[src/rtl/uart_resp_packer.sv]
// Response packet framer for a byte-wide UART transmitter.
// Each packet is sent as: header, function code, _NUM_DATA payload bytes,
// then a checksum. The checksum is the 8-bit sum of the function code and
// the payload bytes.
module uart_resp_packer #(
  parameter int          _NUM_DATA = 11,
  parameter logic [7:0]  _HEADER   = 8'hAA
) (
  input  logic                    clk_50M,
  input  logic                    rst,
  input  logic                    send_req,
  input  logic [7:0]              send_func,
  input  logic [8*_NUM_DATA-1:0]  send_data,
  output logic                    req_ready,
  output logic [7:0]              tx_data,
  output logic                    tx_start,
  input  logic                    tx_busy,
  output logic                    pack_sent,
  output logic                    busy
);

  localparam int NUM_BYTES = _NUM_DATA + 3;
  localparam int IDX_W     = $clog2(NUM_BYTES);
  localparam logic [IDX_W-1:0] LAST_IDX = IDX_W'(NUM_BYTES - 1);
  localparam logic [IDX_W-1:0] FUNC_IDX = IDX_W'(1);

  typedef enum logic [2:0] {
    IDLE    = 3'd0,
    START   = 3'd1,
    WAIT_HI = 3'd2,
    WAIT_LO = 3'd3,
    DONE    = 3'd4
  } state_t;

  state_t                   state_q, state_d;
  logic [7:0]               func_q, func_d;
  logic [8*_NUM_DATA-1:0]   data_q, data_d;
  logic [IDX_W-1:0]         idx_q, idx_d;
  logic [7:0]               csum_q, csum_d;
  logic [7:0]               tx_data_q, tx_data_d;
  logic [7:0]               cur_byte;
  logic                     capture;

  // State register; reset abandons any packet in flight.
  always_ff @(posedge clk_50M or posedge rst) begin
    if (rst) state_q <= IDLE;
    else     state_q <= state_d;
  end

  // Next-state logic: strobe a byte, wait for the transmitter to start and finish it.
  always_comb begin
    state_d = state_q;
    case (state_q)
      IDLE:    if (send_req) state_d = START;
      START:   if (!tx_busy) state_d = WAIT_HI;
      WAIT_HI: if (tx_busy)  state_d = WAIT_LO;
      WAIT_LO: if (!tx_busy) state_d = (idx_q == LAST_IDX) ? DONE : START;
      DONE:    state_d = IDLE;
      default: state_d = IDLE;
    endcase
  end

  // Outputs: the strobe is combinational so the first byte can leave one cycle after capture.
  always_comb begin
    req_ready = (state_q == IDLE);
    busy      = (state_q != IDLE);
    tx_start  = (state_q == START) && !tx_busy;
    pack_sent = (state_q == DONE);
    tx_data   = tx_start ? cur_byte : tx_data_q;
  end

  // Select the byte for the current index from the latched request.
  always_comb begin
    cur_byte = _HEADER;
    if (idx_q == FUNC_IDX) begin
      cur_byte = func_q;
    end else if (idx_q == LAST_IDX) begin
      cur_byte = csum_q;
    end else begin
      for (int i = 0; i < _NUM_DATA; i++) begin
        if (idx_q == IDX_W'(i + 2)) cur_byte = data_q[8*i +: 8];
      end
    end
  end

  // Datapath updates: latch the request, accumulate checksum per strobe, advance the index.
  always_comb begin
    capture   = (state_q == IDLE) && send_req;
    func_d    = func_q;
    data_d    = data_q;
    idx_d     = idx_q;
    csum_d    = csum_q;
    tx_data_d = tx_data_q;
    if (capture) begin
      func_d = send_func;
      data_d = send_data;
      idx_d  = '0;
      csum_d = 8'h00;
    end
    if (tx_start) begin
      tx_data_d = cur_byte;
      if (idx_q != '0 && idx_q != LAST_IDX) csum_d = csum_q + cur_byte;
    end
    if ((state_q == WAIT_LO) && !tx_busy && (idx_q != LAST_IDX)) begin
      idx_d = idx_q + IDX_W'(1);
    end
  end

  // Datapath registers.
  always_ff @(posedge clk_50M or posedge rst) begin
    if (rst) begin
      func_q    <= 8'h00;
      data_q    <= '0;
      idx_q     <= '0;
      csum_q    <= 8'h00;
      tx_data_q <= 8'h00;
    end else begin
      func_q    <= func_d;
      data_q    <= data_d;
      idx_q     <= idx_d;
      csum_q    <= csum_d;
      tx_data_q <= tx_data_d;
    end
  end

endmodule

[config.mk]
export PLATFORM = sky130hd
export DESIGN_NAME = uart_resp_packer
export DESIGN_NICKNAME = d
export VERILOG_FILES = /design/src/rtl/uart_resp_packer.sv
export SDC_FILE = /design/constraint.sdc
export NUM_CORES = 1
export LEC_CHECK = 0
export ABC_AREA = 1
export CAP_MARGIN = 5
export CORE_ASPECT_RATIO = 1.25
export CORE_UTILIZATION = 35
export CTS_BUF_LIST = sky130_fd_sc_hd__clkbuf_8
export DETAILED_ROUTE_END_ITERATION = 7
export GPL_TIMING_DRIVEN = 0
export REMOVE_ABC_BUFFERS = 1
export SYNTH_ARGS = -nofsm -noshare
export SYNTH_HDL_FRONTEND = slang
export SYNTH_SLANG_ARGS = --single-unit
[constraint.sdc]
create_clock -name clk_50M -period 4.3 [get_ports clk_50M]
set_input_delay 0.43 -clock clk_50M [delete_from_list [all_inputs] [get_ports clk_50M]]
set_output_delay 0.43 -clock clk_50M [all_outputs]
set_load 0.02 [all_outputs]
==> metrics <==
Num CTS Buffers 17; initial antenna violation count 0; Finished Cell Area just under 0.008 mm²; Die W 119.6 µm; I/O Pins 112; combinational power share approximately 37%; status finished clean; RSZ-0062 raised after global routing no; Post-synth top cells nand2_1 (144), dfrtp_1 (119), nor2_1 (84); Worst Max-Slew Pin Slew 1103 ps; DRC 0; Design Power about 4.8 mW; Hold Slack 400.3 ps; Worst Clk Skew 8.335 ps; Die H between 100 and 150 µm; startpoint types flop; max-slew violations 0; Post-CTS Setup Inserts 0; Placer Congestion about 0.75; clock slew at reported path FFs 70 ps; final-report setup violation count 0; slowest stage delay, CP roughly 650 ps; PortBufs between 100 and 150; worst endpoint data arrival time 3410 ps; antenna-violating nets left 0; largest net degree at the start of global routing 69; Synth Warn # 0; fillcell total 1653; most frequent CP cell nand2_1; Sequential Power Share 38.9%; share of cells above drive strength 1 between 10% and 20%; total negative slack 0 ps; slowest CP cell clkdlybuf4s50_1; Worst EP required 3870 ps; Initial Utilization 35.89%; Placement Rows 53; clock root cell clkbuf_8; dpl cell area roughly 0.0074 mm²; Post-synth EDFFs 0; routed wire length 14200 µm; final hold vios 0; number of gates resized after cts 0; Max VDD drop 0.3594 mV; Die Area 0.01781 mm²; DR pass1 iterations 4; fmax 0.2604 GHz; Final Critical Period 3840 ps; Post-Syn Area per Cell 8.891 µm²; first-pass GRT wire length 23250 µm; Synth Register Bits 119; max-cap check violation count 0; worst rel slew slack 26.19%; top-area cell type share of the netlist area between 40% and 50%; Netlist cell types 43; CP max FO 12; predominant post-synthesis flop cell dfrtp_1; Routed wire per std cell 13.91 µm; Setup CP Type flop to output pin; count leader, synth nand2_1; Clk pwr share 24.4%; crit share post-route between 80% and 90%; GRT Overall Usage 16.96%; hold-fix buffers at CTS 0; gr ovfl total 0; Async SR Flop Fraction 100.0%; CTS Buffer Depth 2; via/cell ratio 4.728; Leakage around 3.7 nW; CP endpoint kind output pin; CTS tree done; n_diodes 0; Core ar. 0.01684 mm²; utilization after layout 46.72%; Mapped Area 0.006046 mm²; Layout Nets between 900 and 1k; Layout area overhead 30.15%; DPL Wire Length 10110 µm; Clock Latency Late Sink 440 ps; htree depth 4; Hold/Removal Path Class primary input to asynchronous set/reset pin; Pint about 3.2 mW; fraction of the yosys area taken by sequential cells 49.25%; sw frac 33.74%; CP Cell Sequence inv_1 > ha_1 > inv_1 > nor2_2 > inv_2 > nand3_1 > nand2_1 > nand2_1 > nand2_1 > nand3_1 > nand3_1 > nand2_1 > nand3_1 > nand2_1 > nand2_1 > o21ai_1 > clkdlybuf4s50_1; synth top area cells dfrtp_1 (49%), mux2_2 (12%), nand2_1 (8.9%); vias in the first global route 4756; Clock Sinks 119; Pwr per Cell Area 613.1 mW/mm²; post-synth top area cell dfrtp_1; total number of vias between 4k and 5k; 1st-iter DRT viols 291; Psw 1.628 mW; Syn Inst Count 680
power by group through the flow:
stage | Sequential [mW] | Combinational (mW) | Clock [mW]
after global routing | 1.94 | 1.99 | 1.25
after CTS | 1.88 | 1.79 | 1.21
after floorplan | 1.83 | 1.32 | 0
final | 1.88 | 1.77 | 1.18
after detailed placement | 1.90 | 1.79 | 0
after global placement | 1.89 | 1.81 | 0
layer usage:
metal	part of all wire, %	vias up	global-route usage (%)	wire (µm)
li1	-	2429	-	-
met1	45	2276	21.24	6382
met2	50	97	28.24	7061
met3	3.2	25	3.249	448
met4	2.2	0	7.813	308
met5	0	-	0	0
per-stage QoR:
step	worst slack (ps)	std cells
floorplan	326.5	655
global placement	-1368	986
detailed placement	468.6	989
CTS	407.0	1021
global route	1.986	1021
finish	460.2	1021
critical path, delay by kind of cell, from the launching register on:
family,cells,cell delay [ps]
AOI/OAI and AO/OA,1,200
adders and majority gates,1,150
buffers and inverters,4,970
DFF,1,410
and+or+nand+nor,11,1250
cell families after synthesis:
family	Yosys count	share of synthesized area (%)
multiplexers	63	11.73
XOR/XNOR	3	0.4347
flip-flops	119	49.26
adder cells (fa/ha/maj)	13	2.815
AO/OA/AOI/OAI	94	8.858
buffers and inverters	99	6.664
AND/OR/NAND/NOR	289	20.24
final cells by class:
cell class                 count  area (µm²)  share of cell area [%]
clock buffer                  19       261.5                   3.323
clock inverter                13       201.4                   2.560
inverter                      74       286.5                   3.641
multi-input combinational    462        2673                   33.96
sequential                   119        2978                   37.84
tap                          220       275.3                   3.498
timing repair buffer         114        1194                   15.17
cells in the final DEF, fill, tap and decap left out, types with 3 or more instances in the layout:
cell / synthesis / layout
clkinvlp_4: 0 / 3
buf_16: 0 / 3
clkbuf_8: 0 / 19
clkdlybuf4s50_1: 0 / 111
inv_2: 4 / 4
nand3_1: 38 / 38
bufinv_16: 0 / 5
o21ai_1: 8 / 8
clkinv_2: 1 / 5
a21boi_0: 3 / 3
dfrtp_1: 119 / 119
o2111ai_1: 3 / 3
mux2_2: 63 / 63
a21oi_1: 52 / 52
a21boi_1: 3 / 3
nor2_1: 84 / 84
o21ai_0: 12 / 12
or2_2: 4 / 4
nand2_1: 144 / 143
ha_1: 12 / 12
inv_1: 68 / 67
nor2_2: 5 / 5
state kept, by name, indices dropped and copies added (netlist names):
register,count
func_q,8
state_q,3
csum_q,8
tx_data_q,8
idx_q,4
data_q,88
path summary, 6_finish.rpt:
check	from	endpoint	slack, ps	cells past startpoint
worst max-delay path	idx_q[0]$_DFFE_PP0P_	tx_data[7]	460	17
worst max register to register	idx_q[0]$_DFFE_PP0P_	csum_q[7]$_DFF_PP0_	480	33
worst min-delay path	rst	data_q[62]$_DFFE_PP0P_	400	2
worst min register to register	tx_data_q[3]$_DFF_PP0_	tx_data_q[3]$_DFF_PP0_	490	2
min in group clk_50M	tx_data_q[3]$_DFF_PP0_	tx_data_q[3]$_DFF_PP0_	490	2
max in group asynchronous	rst	data_q[86]$_DFFE_PP0P_	3190	3
(Power assumes the default switching activity.)
